--- config.mk ---
export PLATFORM = sky130hd
export DESIGN_NAME = fetch_unit
export DESIGN_NICKNAME = d
export VERILOG_FILES = /design/src/rtl/fetch_unit.sv
export SDC_FILE = /design/constraint.sdc
export NUM_CORES = 1
export LEC_CHECK = 0
export ABC_AREA = 1
export ABC_CLOCK_PERIOD_IN_PS = 4600
export CORE_MARGIN = 4
export CORE_UTILIZATION = 35
export CTS_CLUSTER_SIZE = 16
export DETAILED_ROUTE_END_ITERATION = 12
export GPL_TIMING_DRIVEN = 0
export SETUP_SLACK_MARGIN = 0.4
export SYNTH_ARGS = -nofsm -noshare
export SYNTH_HDL_FRONTEND = slang
export SYNTH_SLANG_ARGS = --single-unit
--- constraint.sdc ---
create_clock -name clk -period 4.6 [get_ports clk]
set_input_delay 0.92 -clock clk [delete_from_list [all_inputs] [get_ports clk]]
set_output_delay 0.92 -clock clk [all_outputs]
set_load 0.01 [all_outputs]
--- src/rtl/fetch_unit.sv ---
// Instruction fetch unit for a mixed 16/32-bit instruction stream.
// It reads aligned 32-bit words, splits them into compressed or full
// instructions through a one-halfword parcel buffer, and hands them to
// decode through a single registered output slot with stall back-pressure.
module fetch_unit #(
    parameter int unsigned     XLEN         = 32,
    parameter logic [XLEN-1:0] RESET_VECTOR = {XLEN{1'b0}}
) (
    input  logic            clk,
    input  logic            rst_n,
    output logic            imem_req,
    output logic [XLEN-1:0] imem_addr,
    input  logic            imem_ack,
    input  logic [31:0]     imem_rdata,
    input  logic            redirect,
    input  logic [XLEN-1:0] redirect_pc,
    input  logic            stall,
    output logic            instr_valid,
    output logic [31:0]     instr_out,
    output logic [XLEN-1:0] instr_pc
);

    typedef enum logic [0:0] {
        RUN  = 1'b0,
        DROP = 1'b1
    } state_t;

    localparam logic [XLEN-1:0] PC_ZERO  = {XLEN{1'b0}};
    localparam logic [XLEN-1:0] PC_ONE   = XLEN'(1'b1);
    localparam logic [XLEN-1:0] PC_STEP2 = XLEN'(2'd2);
    localparam logic [XLEN-1:0] PC_STEP4 = XLEN'(3'd4);

    // A halfword whose two low bits are not both set is a whole compressed instruction.
    function automatic logic is_compressed(input logic [15:0] half);
        return (half[1:0] != 2'b11);
    endfunction

    state_t          state_q, state_d;
    logic [XLEN-1:0] pc_q, pc_d;
    logic [15:0]     buf_q, buf_d;
    logic            buf_v_q, buf_v_d;
    logic            req_q, req_d;
    logic [XLEN-1:0] addr_q, addr_d;
    logic            out_v_q, out_v_d;
    logic [31:0]     out_q, out_d;
    logic [XLEN-1:0] out_pc_q, out_pc_d;

    logic            can_load_s;
    logic            buf_c_s;
    logic            issue_s;
    logic [15:0]     lo_s;
    logic [15:0]     hi_s;

    assign can_load_s = !out_v_q || !stall;
    assign buf_c_s    = buf_v_q && is_compressed(buf_q);
    assign lo_s       = imem_rdata[15:0];
    assign hi_s       = imem_rdata[31:16];

    // Next-state logic: redirect handling, parcel assembly and request issue.
    always_comb begin
        state_d  = state_q;
        pc_d     = pc_q;
        buf_d    = buf_q;
        buf_v_d  = buf_v_q;
        req_d    = req_q;
        addr_d   = addr_q;
        out_v_d  = out_v_q && stall;
        out_d    = out_q;
        out_pc_d = out_pc_q;
        issue_s  = 1'b0;

        case (state_q)
            RUN: begin
                if (redirect) begin
                    out_v_d = 1'b0;
                    buf_v_d = 1'b0;
                    pc_d    = redirect_pc & ~PC_ONE;
                    if (req_q && !imem_ack) begin
                        // The in-flight read must still complete; swallow it in DROP.
                        state_d = DROP;
                    end else begin
                        req_d   = 1'b0;
                        issue_s = 1'b1;
                    end
                end else if (pc_q[1] && buf_c_s) begin
                    // Next instruction is already buffered: emit without memory traffic.
                    if (can_load_s) begin
                        out_v_d  = 1'b1;
                        out_d    = {16'h0000, buf_q};
                        out_pc_d = pc_q;
                        buf_v_d  = 1'b0;
                        pc_d     = pc_q + PC_STEP2;
                        issue_s  = 1'b1;
                    end else begin
                        out_d = out_q;
                    end
                end else if (req_q && imem_ack) begin
                    req_d   = 1'b0;
                    issue_s = 1'b1;
                    if (can_load_s) begin
                        if (!pc_q[1]) begin
                            if (is_compressed(lo_s)) begin
                                out_v_d  = 1'b1;
                                out_d    = {16'h0000, lo_s};
                                out_pc_d = pc_q;
                                buf_d    = hi_s;
                                buf_v_d  = 1'b1;
                                pc_d     = pc_q + PC_STEP2;
                            end else begin
                                out_v_d  = 1'b1;
                                out_d    = imem_rdata;
                                out_pc_d = pc_q;
                                buf_v_d  = 1'b0;
                                pc_d     = pc_q + PC_STEP4;
                            end
                        end else if (buf_v_q) begin
                            // Buffered low half completes with this word's low half.
                            out_v_d  = 1'b1;
                            out_d    = {lo_s, buf_q};
                            out_pc_d = pc_q;
                            buf_d    = hi_s;
                            buf_v_d  = 1'b1;
                            pc_d     = pc_q + PC_STEP4;
                        end else if (is_compressed(hi_s)) begin
                            // Entered at an odd halfword: low half is not ours.
                            out_v_d  = 1'b1;
                            out_d    = {16'h0000, hi_s};
                            out_pc_d = pc_q;
                            buf_v_d  = 1'b0;
                            pc_d     = pc_q + PC_STEP2;
                        end else begin
                            buf_d   = hi_s;
                            buf_v_d = 1'b1;
                        end
                    end else begin
                        // Output slot is held by a stall: drop the word, PC and
                        // buffer stay put so the same address is read again later.
                        buf_v_d = buf_v_q;
                    end
                end else if (!req_q) begin
                    issue_s = 1'b1;
                end else begin
                    issue_s = 1'b0;
                end
            end
            DROP: begin
                if (redirect) begin
                    pc_d = redirect_pc & ~PC_ONE;
                end else begin
                    pc_d = pc_q;
                end
                if (imem_ack) begin
                    state_d = RUN;
                    req_d   = 1'b0;
                    issue_s = 1'b1;
                end else begin
                    state_d = DROP;
                end
            end
            default: begin
                state_d = RUN;
                req_d   = 1'b0;
                out_v_d = 1'b0;
                buf_v_d = 1'b0;
            end
        endcase

        if (issue_s) begin
            req_d  = !(pc_d[1] && buf_v_d && is_compressed(buf_d)) && !(out_v_d && stall);
            addr_d = {pc_d[XLEN-1:2], 2'b00} + ((pc_d[1] && buf_v_d) ? PC_STEP4 : PC_ZERO);
        end else begin
            addr_d = addr_q;
        end
    end

    // State, request and output registers with asynchronous reset.
    always_ff @(posedge clk or negedge rst_n) begin
        if (!rst_n) begin
            state_q  <= RUN;
            pc_q     <= RESET_VECTOR;
            buf_q    <= 16'h0000;
            buf_v_q  <= 1'b0;
            req_q    <= 1'b0;
            addr_q   <= {RESET_VECTOR[XLEN-1:2], 2'b00};
            out_v_q  <= 1'b0;
            out_q    <= 32'h0000_0000;
            out_pc_q <= PC_ZERO;
        end else begin
            state_q  <= state_d;
            pc_q     <= pc_d;
            buf_q    <= buf_d;
            buf_v_q  <= buf_v_d;
            req_q    <= req_d;
            addr_q   <= addr_d;
            out_v_q  <= out_v_d;
            out_q    <= out_d;
            out_pc_q <= out_pc_d;
        end
    end

    assign imem_req    = req_q;
    assign imem_addr   = addr_q;
    assign instr_valid = out_v_q;
    assign instr_out   = out_q;
    assign instr_pc    = out_pc_q;

endmodule

# Yosys cells after proc, flatten, opt, wreduce, memory -nomap -nowiden

Cells that the tools add are included.

Add/subtract/negate cells: 3
Eq/ne operators: 17
Muxes and demuxes: 74
Bitwise operators: 3
Reductions and logical operators: 21

Operators with widths:

| operator                | number |
|---|---|
| $mux W32                | 25 |
| $mux W16                | 4 |
| $pmux W32 S2            | 1 |
| $mux W1                 | 35 |
| $add A32 B2 Y32 const B | 1 |
| $add A32 B3 Y32         | 1 |
| $add A32 B3 Y32 const B | 1 |
| $ne A4 B4 Y1 const B    | 6 |
| $ne A2 B2 Y1 const B    | 7 |
| $mux W2                 | 5 |
| $logic_and A1 B1 Y1     | 9 |
| $reduce_and A7 Y1       | 1 |
| $ne A6 B6 Y1 const B    | 1 |
| $pmux W1 S2             | 3 |
| $reduce_and A6 Y1       | 1 |
| $logic_not A1 Y1        | 5 |
| $reduce_and A5 Y1       | 1 |
| $ne A4 B1 Y1 const B    | 1 |
| $reduce_and A4 Y1       | 1 |
| $reduce_bool A2 Y1      | 2 |
| $mux W3                 | 1 |
| $ne A3 B2 Y1 const B    | 1 |
| $ne A3 B3 Y1 const B    | 1 |
| $not A1 Y1              | 3 |
| $logic_or A1 B1 Y1      | 1 |

Register bits after elaboration: 148
Input port bits: 69
Output and inout bits: 98
Logic and storage cells: 129

# Longest topological paths before layout

Depth in word-level cells: 14
Gate-level depth with buffers: 25
Gate-level depth less buffers: 23

# Least setup slack after synthesis

Ideal clock, no wire load.

Kind: input port to flip-flop
Start: in imem_ack
End: reg addr_q[26] (netlist: imem_addr[26])
Library setup time: 118 ps
Arrival time: 3756 ps
Required time: 4482 ps
Slack: 726 ps
Stages on the path: 22
Buffers on the path: 1
Cells stage by stage: nand2_1 -> inv_1 -> nand2_2 -> clkbuf_1 -> nor4_1 -> nand2_1 -> o31ai_1 -> nand2_1 -> inv_1 -> ha_1 -> ha_1 -> nand3_1 -> inv_1 -> nand3_1 -> nor2_2 -> nand3_1 -> nor2_2 -> nand2_2 -> nor2_4 -> nand3_1 -> nand3_1 -> nand2_1

Cells in the longest elaborated chain, start to end: 8
Elaborated cells on any way between the ends: 20
Those cells by class: add/sub: 1; mux: 15; reduce/logical: 4

RTL lines:

| item                 | RTL line | source |
|---|---|---|
| from (decl)          | 13       | `input logic imem_ack,` |
| $logic_and A1 B1 Y1  | 97       | `end else if (req_q && imem_ack) begin` |
| $mux W1              | 97       |  |
| $mux W1              | 85       | `end else if (pc_q[1] && buf_c_s) begin` |
| $mux W1              | 74       | `if (redirect) begin` |
| $mux W1              | 72       | `case (state_q)` |
| net buf_v_d          | 41       | `logic buf_v_q, buf_v_d;` |
| $logic_and A1 B1 Y1  | 170      | `addr_d = {pc_d[XLEN-1:2], 2'b00} + ((pc_d[1] && buf_v_d) ? PC_STEP4 : PC_ZERO);` |
| $mux W3              | 170      |  |
| $add A32 B3 Y32      | 170      |  |
| to (signal assigned) | 184      | `addr_q <= {RESET_VECTOR[XLEN-1:2], 2'b00};` |
| to (signal assigned) | 194      | `addr_q <= addr_d;` |
| to (decl)            | 43       | `logic [XLEN-1:0] addr_q, addr_d;` |

The timed path passes the listed nets, and every way through them passes these cells. The select of a mux whose other input is x is not followed.
A chain may end at the register's enable or synchronous reset.

# Worst setup path after layout

Start: reg pc_q[1]
End: reg addr_q[30] (netlist: imem_addr[30])

Elaborated cells on any way between the ends: 26
Those cells by class: add/sub: 3; mux: 21; reduce/logical: 2

RTL lines:

| item                   | RTL line | source |
|---|---|---|
| from (decl)            | 39       | `logic [XLEN-1:0] pc_q, pc_d;` |
| from (signal assigned) | 190      | `pc_q <= pc_d;` |
| $mux W1                | 101      | `if (!pc_q[1]) begin` |
| $mux W1                | 100      | `if (can_load_s) begin` |
| $mux W1                | 97       |  |
| $mux W1 *              | 85       |  |
| $mux W1 *              | 74       |  |
| $mux W1 *              | 72       |  |
| net buf_v_d            | 41       |  |
| $logic_and A1 B1 Y1 *  | 170      |  |
| $mux W3 *              | 170      |  |
| $add A32 B3 Y32 *      | 170      |  |

The timed path passes the listed nets; every way through them passes the cells marked *. The select of a mux whose other input is x is not followed.

==> summary.txt <==
Layout
  • Fillers: 2756
  • Cell Count, Final, Fillers Out: ~2000
  • Ant. Diodes: 0
  • Synth-to-layout area growth: 30.68%
  • Layout cells sized above 1: 10.29%
  • # nets final: 1665
  • Layout Utilization: 46.43%

Drt
  • Avg WL per Cell: 20.81 um
  • Initial DRC Count: 1177
  • Vias per inst: between 5 and 6
  • Pre-Repair DR Iteration Count: 9
  • Total wire length: 40480 um
  • Vias: 10593
  • Post-DRT Antenna Nets: 0
  • DRC: 0

Power
  • Psw: between 3 and 4 mW
  • Worst vdd ir: 0.2509 mV
  • Reg power frac: 29.6%
  • Comb power frac: 50.8%
  • Fraction of power spent switching nets: 44.59%
  • PD cells: 596.3 nW/um2
  • Power Total: 7.463 mW
  • Clock power share: between 10% and 20%
  • Lkg Pwr: 5.936 nW
  • Internal: 4.135 mW

STA
  • Final hold vios: 0
  • RSZ-0062 raised after global routing: false
  • Final Cycle Share: 87.79%
  • Crit path time final: 4.038 ns
  • Final setup vio count: 0
  • Setup TNS: 0 ns
  • FMAX: 0.2476 GHz
  • Setup ws final: 0.5617 ns
  • Clock Skew: 0.01315 ns
  • Worst slew margin: 33.53%
  • Slew @ Worst Pin: between 0.9 and 1 ns
  • Max-slew violations: 0

Global route
  • Largest net degree at the start of global routing: 83
  • Total grt overflow: 0
  • Total GRT Usage: between 20% and 30%
  • Antenna violations before repair: 0
  • Global-route wire length before repair: about 60000 um
  • Number of global-route vias before repair: 10224

Die
  • Std cell rows: 60
  • IO Count: 167
  • Die H: ~170 um
  • Starting Density: 35.53%
  • CORE AREA: approximately 27000 um2
  • Die area: 30070 um2
  • Die X: 173.4 um

CTS
  • Htree depth: 4
  • CTS Buffer Depth: 2
  • CTS tree: done
  • Cts hold-fix bufs: 0
  • Clk slew on worst S/H paths: 0.07 ns
  • CTS Buf Count: 17
  • CTS sink cnt: 144
  • Clock latency at the later pin of the worst-skew pair: 0.44 ns
  • Root buf cell: clkbuf_16

Critical path
  • CP Launch Type: flop
  • Critical Path End Type: flop
  • RR Startpoint: pc_q[1]$_DFF_PN0_
  • Critical path arrival: 4.36 ns
  • CP max FO: 10
  • CP Class: flop to flop
  • WP data required: 4.92 ns
  • Crit path from: pc_q[1]$_DFF_PN0_

Synth
  • EDFF count, synth: 0
  • Post-synth top area share: 37.63%
  • Synthesized area: about 9600 um2
  • Ranking of synthesized cells by area: dfrtp_1 38%, nand2_1 17%, nand3_1 6.3%, inv_1 5.2%, nor2_1 4.7%
  • Top FF cell, synth: dfrtp_1
  • Seq/Total Area, Yosys: 37.63%
  • Async S/R FF share, synth: 100.0%
  • Post-synthesis cell type count: 51
  • Syn Inst Count: approximately 1400
  • Mean Syn Cell Area: between 6 and 7 um2
  • Flops & latches, synth: 144
  • Syn. warnings: 0
  • Synth area leader: dfrtp_1

Run
  • Maximum Capacitance Violations: 0

Hold path
  • Hold crit path type: flop to flop
  • Min-delay src: imem_addr[25]$_DFFE_PN0N_

Placed design
  • Placement Setup Slack: -1.295 ns
  • # port buffers: 161
  • Placed Instances: 1902
  • Post-DP HPWL: 30440 um
  • Gp weighted congestion: 0.9628

Run status
  • Outcome: finished, final reports clean
## critical path, stage by stage (launching register included)
cell and delay (ns):
dfrtp_1 0.42, buf_6 0.18, nand2_8 0.13, inv_8 0.07
nand2_8 0.08, inv_2 0.15, clkbuf_2 0.32, nor4_4 0.32
nand2_2 0.16, o31ai_2 0.11, nand2_1 0.12, inv_1 0.07
ha_2 0.21, ha_4 0.17, nand3_2 0.13, nor3_4 0.24
nand2_1 0.10, nor2_1 0.17, nand3_1 0.18, nor2_2 0.22
nand4_1 0.12, nand3_1 0.13, nand2_1 0.07
## power by group through the flow
stage	Clock [mW]	Combinational [mW]	Sequential, mW
after floorplan	0	1.83	2.30
after global placement	0	3.62	2.21
after detailed placement	0	3.65	2.21
after CTS	1.48	3.73	2.20
after global routing	1.54	4.13	2.28
final	1.46	3.79	2.21
## kinds of logic after synthesis
family / share of synthesized area, %
muxes: 1.646
AOI/OAI and AO/OA: 15.50
adders and majority gates: 0.6533
other: 0.03916
and+or+nand+nor: 34.98
xor gates and xnor gates: 0.7317
buffers and inverters: 8.832
DFF: 37.63
## path summary, 6_finish.rpt
path                                             end  cells after the start  slack [ns]
setup / recovery           imem_addr[30]$_DFFE_PN0N_                     22        0.56
hold / removal             imem_addr[25]$_DFFE_PN0N_                      2        0.48
setup reg to reg           imem_addr[30]$_DFFE_PN0N_                     22        0.56
hold reg to reg            imem_addr[25]$_DFFE_PN0N_                      2        0.48
max in group asynchronous   instr_pc[11]$_DFFE_PN0P_                      2        3.30
min in group asynchronous  imem_addr[28]$_DFFE_PN0N_                      1        0.49
## per-layer routing
layer / global-route usage (%) / up-vias / share of wire (%)
met1: 37.75 / 4969 / 44
met2: 41.04 / 546 / 45
met5: 0 / - / 0
met3: 3.948 / 72 / 8.0
met4: 7.882 / 0 / 2.7
li1: - / 5006 / -
## flip-flops by register name, indices dropped and copies added, names as in the netlist
register / flops
buf_q: 16
buf_v_q: 1
imem_addr: 30
imem_req: 1
instr_out: 32
instr_pc: 31
instr_valid: 1
pc_q: 31
state_q: 1
## placed cells by master (no fill, tap or decap), types with 5 or more instances in the layout
master	instances
nand2_2	11
nand2_4	6
o22ai_1	43
nand2_1	433
nand4_1	24
mux2_2	14
nor2_2	10
buf_1	5
nor2_4	10
a22oi_1	16
o31ai_1	21
buf_4	16
clkbuf_1	27
nor3_1	10
clkdlybuf4s50_1	154
a21oi_1	60
o21ai_1	12
o211ai_1	5
inv_1	130
o21ai_0	82
inv_2	13
buf_2	7
nor2_1	118
xor2_1	8
nand3_1	118
dfrtp_1	144
clkbuf_16	17
## area by class of cell
type | count | area (um2) | share of cell area [%]
Buffer | 57 | 306.5 | 2.450
Clock buffer | 17 | 425.4 | 3.399
Clock inverter | 15 | 173.9 | 1.390
Inverter | 151 | 588.1 | 4.699
Multi-Input combinational cell | 1047 | 5248 | 41.93
Sequential cell | 144 | 3603 | 28.79
Tap cell | 341 | 426.7 | 3.409
Timing Repair Buffer | 173 | 1743 | 13.93
## stage by stage
step	area, um2	hold slack (ns)
2_1_floorplan	9584	0.4805
3_3_place_gp	11620	0.4647
3_5_place_dp	11650	0.4650
6_report	12510	0.4810
5_1_grt	12510	0.5067
4_1_cts	12420	0.4840
## synthesized netlist by cell type (3+ instances only)
library cell    n
a21oi_1        60
a21oi_2         3
a22oi_1        16
buf_1           6
buf_2           8
buf_4           5
buf_6           3
clkbuf_1       35
clkinv_1        3
dfrtp_1       144
ha_1            5
inv_1         132
inv_2          12
mux2_2         14
nand2_1       437
nand2_2        11
nand3_1       120
nand3b_1        4
nand4_1        24
nor2_1        120
nor2_2         12
nor2_4          6
nor3_1         10
nor4_1          4
o211ai_1        5
o21ai_0        82
o21ai_1        12
o21bai_1        3
o22ai_1        43
o31ai_1        22
xor2_1          8
## repair_timing
item,in CTS,in global routing
cloned,0,0
setup buffers,8,3
endpoints found under the setup margin,28,19
pin swaps,7,5
resized for setup,34,23
Power figures use the tool's default switching activity.
